==> config.mk <==
export PLATFORM = sky130hd
export DESIGN_NAME = dist_frame_tx_flat
export DESIGN_NICKNAME = d
export VERILOG_FILES = /design/src/rtl/dist_frame_tx_if.sv /design/src/rtl/dist_frame_tx.sv /design/src/flat_wrapper.sv
export SDC_FILE = /design/constraint.sdc
export NUM_CORES = 1
export LEC_CHECK = 0
export BUFFER_PORTS_ARGS = -buffer_cell sky130_fd_sc_hd__buf_4
export CAP_MARGIN = 20
export CORE_AREA = 4 4 92 94
export CTS_CLUSTER_DIAMETER = 120
export DETAILED_ROUTE_END_ITERATION = 6
export DIE_AREA = 0 0 96 98
export PLACE_DENSITY = 0.62
export SYNTH_ARGS = -nofsm -noshare
export SYNTH_HDL_FRONTEND = slang
export SYNTH_SLANG_ARGS = --single-unit
==> constraint.sdc <==
create_clock -name clk -period 2.35 [get_ports clk]
set_clock_uncertainty 0.05 [all_clocks]
set_input_delay 0.47 -clock clk [delete_from_list [all_inputs] [get_ports clk]]
set_output_delay 0.47 -clock clk [all_outputs]
set_load 0.03 [all_outputs]
==> src/rtl/dist_frame_tx_if.sv <==
// Byte-level handshake between the distance frame builder and a UART transmitter.
// The master presents a byte with a one-cycle start strobe; the slave answers with a done pulse.
interface dist_frame_tx_if;
  logic [7:0] tx_data;
  logic       tx_start;
  logic       tx_done;

  modport master (
    output tx_data,
    output tx_start,
    input  tx_done
  );

  modport slave (
    input  tx_data,
    input  tx_start,
    output tx_done
  );
endinterface

==> src/rtl/dist_frame_tx.sv <==
// Buffers per-channel distance samples and serialises them round-robin as UART byte frames:
// HEADER, channel, NB data bytes, XOR checksum.
module dist_frame_tx #(
  parameter int unsigned CH_NUM    = 2,
  parameter int unsigned DATA_W    = 16,
  parameter logic [7:0]  HEADER    = 8'hA5,
  parameter bit          MSB_FIRST = 1'b0
) (
  input  logic                     clk,
  input  logic                     rst,
  input  logic [CH_NUM*DATA_W-1:0] dist_data,
  input  logic [CH_NUM-1:0]        dist_valid,
  input  logic                     ovr_clr,
  dist_frame_tx_if.master          tx,
  output logic                     frame_busy,
  output logic [CH_NUM-1:0]        overrun
);

  localparam int unsigned NB       = DATA_W / 8;
  localparam int unsigned FrameLen = NB + 3;
  localparam int unsigned ChW      = (CH_NUM > 1) ? $clog2(CH_NUM) : 1;
  localparam int unsigned IdxW     = $clog2(FrameLen);

  localparam logic [1:0] StIdle  = 2'd0;
  localparam logic [1:0] StStart = 2'd1;
  localparam logic [1:0] StWait  = 2'd2;

  logic [1:0]        state_q, state_d;
  logic [DATA_W-1:0] hold_q [CH_NUM];
  logic [CH_NUM-1:0] pend_q, pend_d;
  logic [CH_NUM-1:0] ovr_q, ovr_d;
  logic [CH_NUM-1:0] sel_oh;
  logic [ChW-1:0]    rr_q, rr_d;
  logic [ChW-1:0]    sel_idx;
  logic              sel_found;
  logic [ChW-1:0]    chan_q, chan_d;
  logic [DATA_W-1:0] shift_q, shift_d;
  logic [IdxW-1:0]   idx_q, idx_d;
  logic [7:0]        tx_data_q, tx_data_d;
  logic [7:0]        csum_q, csum_d;
  logic [7:0]        next_byte;

  // Round-robin search starting at rr_q, wrapping modulo CH_NUM.
  always_comb begin
    int unsigned cand;
    cand      = 0;
    sel_found = 1'b0;
    sel_idx   = '0;
    for (int unsigned k = 0; k < CH_NUM; k++) begin
      cand = (32'(rr_q) + k) % CH_NUM;
      if (!sel_found && pend_q[ChW'(cand)]) begin
        sel_found = 1'b1;
        sel_idx   = ChW'(cand);
      end
    end
  end

  always_comb begin
    state_d   = state_q;
    rr_d      = rr_q;
    chan_d    = chan_q;
    shift_d   = shift_q;
    idx_d     = idx_q;
    tx_data_d = tx_data_q;
    csum_d    = csum_q;
    sel_oh    = '0;
    next_byte = csum_q;
    case (state_q)
      StIdle: begin
        if (sel_found) begin
          sel_oh[sel_idx] = 1'b1;
          rr_d      = (32'(sel_idx) == CH_NUM - 1) ? '0 : sel_idx + 1'b1;
          shift_d   = hold_q[sel_idx];
          chan_d    = sel_idx;
          idx_d     = '0;
          tx_data_d = HEADER;
          csum_d    = HEADER;
          state_d   = StStart;
        end
      end
      StStart: state_d = StWait;
      StWait: begin
        if (tx.tx_done) begin
          if (idx_q == IdxW'(FrameLen - 1)) begin
            state_d = StIdle;
          end else begin
            // idx_q is the byte just finished; pick the one after it.
            if (idx_q == '0) begin
              next_byte = 8'(chan_q);
            end else if (idx_q == IdxW'(NB + 1)) begin
              next_byte = csum_q;
            end else if (MSB_FIRST) begin
              next_byte = shift_q[DATA_W-1 -: 8];
              shift_d   = shift_q << 8;
            end else begin
              next_byte = shift_q[7:0];
              shift_d   = shift_q >> 8;
            end
            idx_d     = idx_q + 1'b1;
            tx_data_d = next_byte;
            csum_d    = csum_q ^ next_byte;
            state_d   = StStart;
          end
        end
      end
      default: state_d = StIdle;
    endcase
  end

  // A sample arriving on the channel being selected is kept pending without flagging overrun.
  always_comb begin
    pend_d = '0;
    ovr_d  = '0;
    for (int unsigned i = 0; i < CH_NUM; i++) begin
      pend_d[i] = dist_valid[i] | (pend_q[i] & ~sel_oh[i]);
      ovr_d[i]  = (dist_valid[i] & pend_q[i] & ~sel_oh[i]) | (ovr_q[i] & ~ovr_clr);
    end
  end

  always_ff @(posedge clk) begin
    if (rst) begin
      state_q   <= StIdle;
      pend_q    <= '0;
      ovr_q     <= '0;
      rr_q      <= '0;
      chan_q    <= '0;
      shift_q   <= '0;
      idx_q     <= '0;
      tx_data_q <= 8'h00;
      csum_q    <= 8'h00;
      for (int unsigned i = 0; i < CH_NUM; i++) begin
        hold_q[i] <= '0;
      end
    end else begin
      state_q   <= state_d;
      pend_q    <= pend_d;
      ovr_q     <= ovr_d;
      rr_q      <= rr_d;
      chan_q    <= chan_d;
      shift_q   <= shift_d;
      idx_q     <= idx_d;
      tx_data_q <= tx_data_d;
      csum_q    <= csum_d;
      for (int unsigned i = 0; i < CH_NUM; i++) begin
        if (dist_valid[i]) begin
          hold_q[i] <= dist_data[i*DATA_W +: DATA_W];
        end
      end
    end
  end

  assign tx.tx_start = (state_q == StStart);
  assign tx.tx_data  = tx_data_q;
  assign frame_busy  = (state_q != StIdle);
  assign overrun     = ovr_q;

endmodule
==> src/flat_wrapper.sv <==
// flat-port wrapper written by rule: the top's interface ports become plain ports
module dist_frame_tx_flat 
#(
  parameter int unsigned CH_NUM    = 2,
  parameter int unsigned DATA_W    = 16,
  parameter logic [7:0]  HEADER    = 8'hA5,
  parameter bit          MSB_FIRST = 1'b0
)
  (clk, rst, dist_data, dist_valid, ovr_clr, frame_busy, overrun, tx_tx_data, tx_tx_start, tx_tx_done);
  dist_frame_tx_if tx_i ();
  input  logic clk;
  input  logic rst;
  input  logic [CH_NUM*DATA_W-1:0] dist_data;
  input  logic [CH_NUM-1:0] dist_valid;
  input  logic ovr_clr;
  output logic frame_busy;
  output logic [CH_NUM-1:0] overrun;
  output wire logic [$bits(tx_i.tx_data)-1:0] tx_tx_data;
  output wire logic [$bits(tx_i.tx_start)-1:0] tx_tx_start;
  input wire logic [$bits(tx_i.tx_done)-1:0] tx_tx_done;
  assign tx_tx_data = tx_i.tx_data;
  assign tx_tx_start = tx_i.tx_start;
  assign tx_i.tx_done = tx_tx_done;
  dist_frame_tx #(.CH_NUM(CH_NUM), .DATA_W(DATA_W), .HEADER(HEADER), .MSB_FIRST(MSB_FIRST)) u_core (.clk(clk), .rst(rst), .dist_data(dist_data), .dist_valid(dist_valid), .ovr_clr(ovr_clr), .tx(tx_i), .frame_busy(frame_busy), .overrun(overrun));
endmodule
Yosys cells after proc, flatten, opt, wreduce, memory -nomap -nowiden
Memories as Yosys holds them, arrays and structs flattened.
Index checks and enable logic that the tools add are counted.
Storage, ports and cells
  RAM bits: 32
  logic and storage cells: 104
  output and inout port bits: 12
  register bits after elaboration: 43
  input port bits: 38
  bits in latches: 0
  bits in read-only memories: 0
  memories: 1
Operators by class
  multipliers: 0
  div/mod/pow operators: 0
  reductions and logical operators: 11
  add/sub/neg operators: 3
  multiplexer cells: 49
  equality and inequality tests: 9
  bitwise operators: 18
  magnitude comparators: 4
  shifts and indexed selects: 0
Memory list
  u_core.hold_q: depth 2, bits a word 16, rd ports 1, clocked after memory_dff 0, write ports 2, line dist_frame_tx.sv:29  | logic [DATA_W-1:0] hold_q [CH_NUM];
Operators by type and width (count)
  $mux 16: 7
  $mux 8: 10
  $pmux 16 s2: 1
  $pmux 8 s2: 2
  $mux 1: 19
  $mux 3: 3
  $and 1x1->1: 8
  $mux 2: 4
  $ne 2x2->1 const B: 4
  $xor 8x8->8: 1
  $lt 1x2->1 const B: 3
  $or 1x1->1: 6
  $pmux 2 s3: 1
  $pmux 3 s2: 1
  $reduce_and 6->1: 1
  $reduce_and 2->1: 2
  $reduce_and 4->1: 1
  $reduce_bool 2->1: 2
  $add 3x1->3 const B: 1
  $eq 3x2->1 const B: 1
  $eq 3x3->1 const B: 1
  $logic_not 3->1: 1
  $not 1->1: 3
  $add 1x1->1 const B: 2
  other kinds (8): 9

Longest topological paths before layout
Gate-level depths: netlist of run 1.
  depth after elaboration: 15
  gate-level depth with buffers: 8
  gate-level depth less buffers: 6

Worst setup path before layout of run 1
No wires, ideal clock.
  kind: reg2reg
  from: register u_core.idx_q[0]
  to: register u_core.tx_data_q[0] (netlist: u_core.tx.tx_data[0])
  required time: 2172 ps
  slack: 582 ps
  arrival: 1590 ps
  period minus slack after synthesis: 1768 ps
  stages on the path, launching flop included: 9
  path buffers: 2
  library setup time: 128 ps
  cells stage by stage: dfxtp_1 inv_1 ha_1 buf_2 and2_1 or2_1 buf_2 a221oi_2 nor2_1
On the way
  longest elaborated chain between the ends: 9
  elaborated cells on any way between the ends: 13
  those cells by class: eq/ne (3); mux (8); reduce/logical (2)
RTL lines
  start, declared: line dist_frame_tx.sv:38  | logic [IdxW-1:0] idx_q, idx_d;
  start signal, assigned: line dist_frame_tx.sv:141  | idx_q <= idx_d;
  $eq 3x2->1: line dist_frame_tx.sv:90  | end else if (idx_q == IdxW'(NB + 1)) begin
  $mux 8: line dist_frame_tx.sv:90
  $mux 8: line dist_frame_tx.sv:88  | if (idx_q == '0) begin
  $mux 8: line dist_frame_tx.sv:84  | if (idx_q == IdxW'(FrameLen - 1)) begin
  $mux 8: line dist_frame_tx.sv:83  | if (tx.tx_done) begin
  $mux 8: line dist_frame_tx.sv:68  | case (state_q)
  $mux 8: line dist_frame_tx.sv:84
  $mux 8: line dist_frame_tx.sv:83
  $pmux 8 s2: line dist_frame_tx.sv:68
  end signal, assigned: line dist_frame_tx.sv:142  | tx_data_q <= tx_data_d;
  end, declared: line dist_frame_tx.sv:39  | logic [7:0] tx_data_q, tx_data_d;
Parallel ways exist; a longest one is shown, timed or not. The select of a mux whose other input is x is not followed.
A chain may end at the register's enable or synchronous reset.

Worst setup path after layout of run 1
  from: register u_core.idx_q[0]
  to: register u_core.csum_q[5]
On the way
  longest elaborated chain between the ends: 10
  elaborated cells on any way between the ends: 14
  those cells by class: eq/ne (3); mux (8); bitwise (1); reduce/logical (2)
RTL lines
  $eq 3x2->1: line dist_frame_tx.sv:90
  $mux 8: line dist_frame_tx.sv:90
  $mux 8: line dist_frame_tx.sv:88
  $mux 8: line dist_frame_tx.sv:84
  $mux 8: line dist_frame_tx.sv:83
  $mux 8: line dist_frame_tx.sv:68
  $xor 8x8->8: line dist_frame_tx.sv:101  | csum_d = csum_q ^ next_byte;
  $mux 8: line dist_frame_tx.sv:84
  $mux 8: line dist_frame_tx.sv:83
  $pmux 8 s2: line dist_frame_tx.sv:68
  end signal, assigned: line dist_frame_tx.sv:143  | csum_q <= csum_d;
  end, declared: line dist_frame_tx.sv:40  | logic [7:0] csum_q, csum_d;
Parallel ways exist; a longest one is shown, timed or not. The select of a mux whose other input is x is not followed.

==> results of run 1 <==
## state kept, by name, indices dropped and copies added (netlist names)
register,count
u_core.overrun,2
u_core.rr_q,1
u_core.idx_q,3
u_core.csum_q,8
u_core.shift_q,16
u_core.state_q,2
u_core.hold_q,32
u_core.pend_q,2
u_core.tx.tx_data,8
u_core.chan_q,1
## cell families (layout without fill, tap and decap cells)
group | Yosys count | after routing | share of synthesized area, %
compound gates | 65 | 65 | 14.5
fa+ha+maj | 3 | 3 | 1.11
buf+inv | 24 | 76 | 3.15
flops | 75 | 75 | 53.9
mux | 23 | 23 | 6.85
simple gates | 128 | 128 | 20.4
## worst max path at each step
stage | from | end | slack, ns | cells after the start
finish | u_core.idx_q[0] | u_core.csum_q[5] | 0.31 | 6
global route | u_core.idx_q[0] | u_core.csum_q[2] | 0.16 | 6
CTS | u_core.idx_q[0] | u_core.csum_q[5] | 0.33 | 6
detailed placement | u_core.idx_q[0] | u_core.csum_q[5] | 0.36 | 6
global placement | u_core.idx_q[0] | u_core.csum_q[0] | 0.44 | 6
floorplan | u_core.idx_q[0] | u_core.tx.tx_data[0] | 0.58 | 8
## power by group through the flow
stage                     logic, uW  clock network (uW)  registers, uW
after CTS                       459                1110           1540
final                           451                1090           1540
after floorplan                 296                   0           1570
after global routing            500                1170           1550
after detailed placement        457                   0           1570
after global placement          450                   0           1570
## layer usage
metal  GRT usage, %  vias to the layer above  share of wire, %
met1           20.4                     1109                45
met4           6.13                        0               2.1
met5              0                        -                 0
met3           4.47                       14               5.5
met2           24.0                       69                47
li1               -                     1240                 -
## worst register-to-register path, stage by stage (launching register included)
cell and delay (ns):
dfxtp_1 0.38, ha_1 0.17, ha_1 0.56, mux2i_1 0.19, o21ai_0 0.27, a21oi_1 0.11, a211oi_1 0.23
## layout make-up
class	count	area (um^2)	area share (%)
flip-flops and latches	75	1820	45.1
multi-input cells	219	1450	35.9
repair buffers	53	398	9.85
clock buffers	10	128	3.16
well taps	102	128	3.16
clock inverters	6	90.1	2.23
inverters	7	26.3	0.650
## through the flow
stage	setup WS [ns]	area [um^2]
detailed placement	0.357	3820
floorplan	0.582	3380
global route	0.156	4040
CTS	0.335	4040
finish	0.312	4040
global placement	0.438	3820
## cell usage in the layout (no fill, tap or decap), types with 2 or more instances in the layout
| cell | n |
|---|---|
| and2_1 | 33 |
| ha_1 | 3 |
| nand2_1 | 16 |
| edfxtp_1 | 32 |
| a211oi_1 | 3 |
| inv_1 | 6 |
| nand2b_1 | 11 |
| nor3_1 | 6 |
| o2bb2ai_1 | 7 |
| a21oi_1 | 18 |
| or2_2 | 2 |
| nor2b_1 | 4 |
| nor2_1 | 30 |
| mux2i_1 | 22 |
| o21ai_0 | 12 |
| bufinv_16 | 2 |
| buf_4 | 53 |
| nor2_2 | 2 |
| a311o_1 | 8 |
| o311ai_0 | 3 |
| dfxtp_1 | 43 |
| nand3_1 | 14 |
| nand4b_1 | 4 |
| clkbuf_8 | 9 |
| or2_1 | 2 |
| clkinv_4 | 2 |
==> summary.txt, run 1 <==
Outcome
  • Status: finished clean

Power and ir drop
  • Sw Ratio: 26.2%
  • Clock power share: 35.3%
  • P_int: 2270 uW
  • Combinational power share: 14.7%
  • Static Leak: 0.00161 uW
  • Seq pwr share: 50.0%
  • Pwr Total: 3080 uW
  • Maximum VDD drop: 0.431 mV
  • Sw power: 807 uW
  • PwrDens: 762 mW/mm^2

Die
  • Num ports: 50
  • CORE AREA: 0.00765 mm^2
  • FP Rows: 32
  • Die height: 98 um
  • Die ar.: 0.00941 mm^2
  • Initial Utilization: 44.2%
  • Chip Width: 96 um

Worst setup path
  • Critical path class: flip-flop to flip-flop
  • Worst-path maximum fanout: 13
  • Crit Reg-Reg Startpoint: u_core.idx_q[0]
  • WP buf/inv: 0
  • CP Data Required Time: 2.56 ns
  • Critical path, cell by cell: ha_1 -> ha_1 -> mux2i_1 -> o21ai_0 -> a21oi_1 -> a211oi_1
  • Top delay family on crit path: adder cells
  • WP data arrival: 2.25 ns
  • RR Endpoint: u_core.csum_q[5]
  • Critical path launch point type: flip-flop
  • CP max stage cell: ha_1
  • Most common cell on crit path: ha_1
  • Max incr delay on CP: 0.56 ns
  • R2R Setup Slk: 0.31 ns
  • Worst r2r path cells: 6
  • CP endpoint kind: flip-flop

Final layout
  • Area delta synth->final: 19.6%
  • Non-Filler Instances: 472
  • Final core occ: 52.8%
  • N_diodes: 0
  • Layout Nets: 406
  • Layout cell share with drive strength beyond 1: 22.4%
  • # fillers: 709

Synth
  • Primary FF master, synth: dfxtp_1
  • Register area share after synthesis: 53.9%
  • Share of the synthesized area in the top cell type: 28.4%
  • Netlist cell types: 45
  • Synth Register Bits: 75
  • Post-Syn Area: 0.00338 mm^2
  • FFs w/ async S/R, synth: 0%
  • Count leader, synth: dfxtp_1
  • Synthesized Nets: 359
  • Yosys warning count: 0
  • Syn avg cell area: 10.6 um^2
  • Dominant cells by area after synthesis: edfxtp_1, dfxtp_1, mux2i_1
  • Cells after Synth: 318
  • Synth area leader: edfxtp_1
  • Synth cell count leaders: dfxtp_1, and2_1, edfxtp_1, nor2_1, mux2i_1
  • Post-synth EDFFs: 32

Clock network
  • Clock buffer count from CTS: 9
  • CTS Buffer Depth: 2
  • CTS sink count: 75
  • Root Driver: clkbuf_8
  • Clock latency on the worst-skew pair: 0.34 ns
  • Post-CTS sizing: 0
  • H-tree levels: 3
  • TritonCTS clock tree: built
  • Hold_buf cts: 0
  • Clk pin slew, worst setup/hold paths: 0.08 ns
  • Post-CTS Setup Repair Bufs: 0

STA
  • Final hold vios: 0
  • Relative slew slack: 57.7%
  • Min Tclk post-route: 2.04 ns
  • Setup-failing EPs final: 0
  • Hold WS: 0.319 ns
  • Final period util: 86.7%
  • Slew @ Worst Pin: 0.635 ns
  • RSZ-0062 raised after global routing: false
  • Setup_tns: 0 ns
  • Max Fclk: 491 MHz
  • Fin. max-slew vios: 0

Worst hold path
  • Hold Path Depth: 3
  • Hold Path Origin: dist_valid[1]
  • Hold Crit Endpoint: u_core.pend_q[1]
  • Hold crit path type: primary input to flip-flop

Drt
  • Routed wire per std cell: 14.6 um
  • Routed wire length: 6.89 mm
  • Vias per inst: 5.15
  • Vias: 2432
  • Initial DRC count: 80
  • First-pass DRT Iterations: 4
  • Remaining DRCs: 0
  • Antenna-violating nets left: 0

Global routing
  • GRT overflow: 0
  • Largest net degree at the start of global routing: 36
  • Total track usage: 15.6%
  • First-pass GRT wire length: 11.3 mm
  • Number of global-route vias before repair: 2324
  • Antenna violations before repair: 0

Placed design
  • Hpwl dp: 4.93 mm
  • Placed Instances: 456
  • Final Wtd Congestion: 0.801
  • Port Buffers: 49

Run
  • # Max-Cap Violations: 0
No activity file was read; power rests on OpenSTA's default activity.
==> run 2, diff against run 1 <==
==> constraint.sdc (replaced) <==
create_clock -name clk -period 1.97 [get_ports clk]
set_clock_uncertainty 0.05 [all_clocks]
set_input_delay 0.394 -clock clk [delete_from_list [all_inputs] [get_ports clk]]
set_output_delay 0.394 -clock clk [all_outputs]
set_load 0.03 [all_outputs]
==> run 2 against run 1 <==
Fmax rose by 16%. Total power rose by 17%. Via count rose by 0.90%. Global-route usage fell by 0.30 points. Sequential power rose by 19%. Register-to-register slack got worse by 0.10 ns. First-iteration DRC count rose by 23%. Combinational power rose by 23%.
==> summary.txt, run 2 (synthesis gave the netlist of run 1 again) <==
Global routing
  • First-pass GRT wire length: 11.1 mm
  • Antenna violations before repair: 0
  • Number of global-route vias before repair: 2338
  • Total track usage: 15.3%
  • GRT overflow: 0
  • Largest net degree at the start of global routing: 33

STA
  • Slew @ Worst Pin: 0.615 ns
  • Fin. max-slew vios: 0
  • Relative slew slack: 59.0%
  • Setup-failing EPs final: 0
  • Final hold vios: 0
  • Final period util: 89.4%
  • Setup_tns: 0 ns
  • RSZ-0062 raised after global routing: false
  • Min Tclk post-route: 1.76 ns
  • Max Fclk: 568 MHz
  • Setup ws final: 0.209 ns

Worst setup path
  • R2R Setup Slk: 0.21 ns
  • Worst r2r path cells: 6
  • CP endpoint: u_core.tx.tx_data[0]
  • Critical path, cell by cell: inv_1 -> ha_1 -> and2_1 -> or2_1 -> a221oi_2 -> nor2_1
  • Critical path class: flip-flop to flip-flop
  • Launch point of the critical path: u_core.idx_q[0]
  • Max incr delay on CP: 0.38 ns
  • CP max stage cell: dfxtp_1
  • CP endpoint kind: flip-flop
  • CP Data Required Time: 2.17 ns
  • Critical path launch point type: flip-flop
  • WP data arrival: 1.96 ns
  • Crit Reg-Reg Startpoint: u_core.idx_q[0]
  • Worst-path maximum fanout: 8
  • RR Endpoint: u_core.tx.tx_data[0]

Clock network
  • Post-CTS Setup Repair Bufs: 0
  • CTS sink count: 75
  • Clk pin slew, worst setup/hold paths: 0.09 ns
  • Clock buffer count from CTS: 9
  • Clock latency on the worst-skew pair: 0.35 ns
  • Root Driver: clkbuf_8
  • H-tree levels: 3
  • TritonCTS clock tree: built
  • CTS Buffer Depth: 2
  • Hold_buf cts: 0
  • Post-CTS sizing: 0

Final layout
  • Max FFs per register: 32
  • Layout cell share with drive strength beyond 1: 24.3%
  • # fillers: 708
  • Most frequent cells in the layout: buf_4, dfxtp_1, and2_1, edfxtp_1, nor2_1
  • Largest regs: u_core.hold_q (32), u_core.shift_q (16)
  • Reg with most FFs: u_core.hold_q
  • Non-Filler Instances: 480
  • Area delta synth->final: 20.9%
  • Leading cell type in the layout, fill and taps excluded: buf_4
  • Layout Nets: 414
  • N_diodes: 0

Die
  • Chip Width: 96 um
  • Initial Utilization: 44.2%
  • Die height: 98 um
  • Num ports: 50
  • CORE AREA: 0.00765 mm^2
  • FP Rows: 32
  • Die ar.: 0.00941 mm^2

Power and ir drop
  • P_int: 2600 uW
  • Pwr Total: 3590 uW
  • Clock power share: 33.5%
  • Combinational power share: 15.4%
  • Static Leak: 0.00164 uW
  • Sw Ratio: 27.6%
  • Seq pwr share: 51.1%
  • Maximum VDD drop: 0.384 mV
  • Sw power: 990 uW
  • PwrDens: 879 mW/mm^2

Drt
  • Remaining DRCs: 0
  • First-pass DRT Iterations: 4
  • Routed wire length: 6.81 mm
  • Initial DRC count: 98
  • Vias per inst: 5.11
  • Routed wire per std cell: 14.2 um
  • Antenna-violating nets left: 0
  • Vias: 2454

Worst hold path
  • Hold crit path type: primary input to flip-flop

Placed design
  • Final Wtd Congestion: 0.818
  • Hpwl dp: 4.90 mm
  • Port Buffers: 49
  • Placed Instances: 464
  • Pre-CTS setup slack: 0.210 ns

Run
  • # Max-Cap Violations: 0

Outcome
  • Status: finished clean
run 2: cell count changes in the layout (fill, tap and decap cells not counted):
cell | previous run | this run
bufinv_16 | 2 | 1
clkbuf_1 | 1 | 0
clkinv_4 | 2 | 3
inv_6 | 0 | 1
buf_4 | 53 | 61
run 2: final cells by class:
type	count	area (um^2)	area share, %
clock buffers	9	124	3.03
well taps	102	128	3.12
multi-input cells	219	1450	35.5
clock inverters	7	77.6	1.90
flip-flops and latches	75	1820	44.6
repair buffers	61	458	11.2
inverters	7	26.3	0.643
run 2: power groups by stage:
| stage | Sequential (uW) | Combinational (uW) | Clock [uW] |
|---|---|---|---|
| finish | 1840 | 554 | 1200 |
| global route | 1850 | 614 | 1290 |
| CTS | 1840 | 562 | 1240 |
| detailed placement | 1870 | 560 | 0 |
| floorplan | 1870 | 353 | 0 |
| global placement | 1870 | 554 | 0 |
run 2: worst min-delay path by stage:
stage / from / to / slack (ns) / cells after the start
final: dist_valid[1] / u_core.pend_q[1] / 0.24 / 3
after global routing: dist_valid[1] / u_core.pend_q[1] / 0.24 / 3
after CTS: dist_valid[1] / u_core.pend_q[1] / 0.22 / 3
after detailed placement: u_core.tx.tx_data[5] / u_core.tx.tx_data[5] / 0.40 / 2
after global placement: u_core.overrun[0] / u_core.overrun[0] / 0.40 / 2
after floorplan: u_core.shift_q[10] / u_core.shift_q[10] / 0.38 / 1
run 2: per-stage QoR:
| step | cell area [um^2] | util, % | hold slack, ns |
|---|---|---|---|
| floorplan | 3380 | - | 0.383 |
| global placement | 3880 | 50.8 | 0.395 |
| detailed placement | 3880 | 50.8 | 0.399 |
| CTS | 4090 | 53.4 | 0.223 |
| global route | 4090 | 53.4 | 0.241 |
| finish | 4090 | 53.4 | 0.242 |
run 2: worst max-delay path: cells and delay by family (launching register included):
| family | cells | cell delay [ns] |
|---|---|---|
| fa+ha+maj | 1 | 0.23 |
| simple gates | 3 | 0.65 |
| flops | 1 | 0.38 |
| compound gates | 1 | 0.30 |
| buf+inv | 1 | 0.06 |
run 2: metal layers:
layer | GRT usage [%] | vias to the layer above | part of all wire [%]
li1 | - | 1251 | -
met1 | 20.0 | 1143 | 47
met2 | 24.2 | 56 | 48
met3 | 3.08 | 4 | 4.5
met4 | 6.56 | 0 | 0.85
met5 | 0 | - | 0
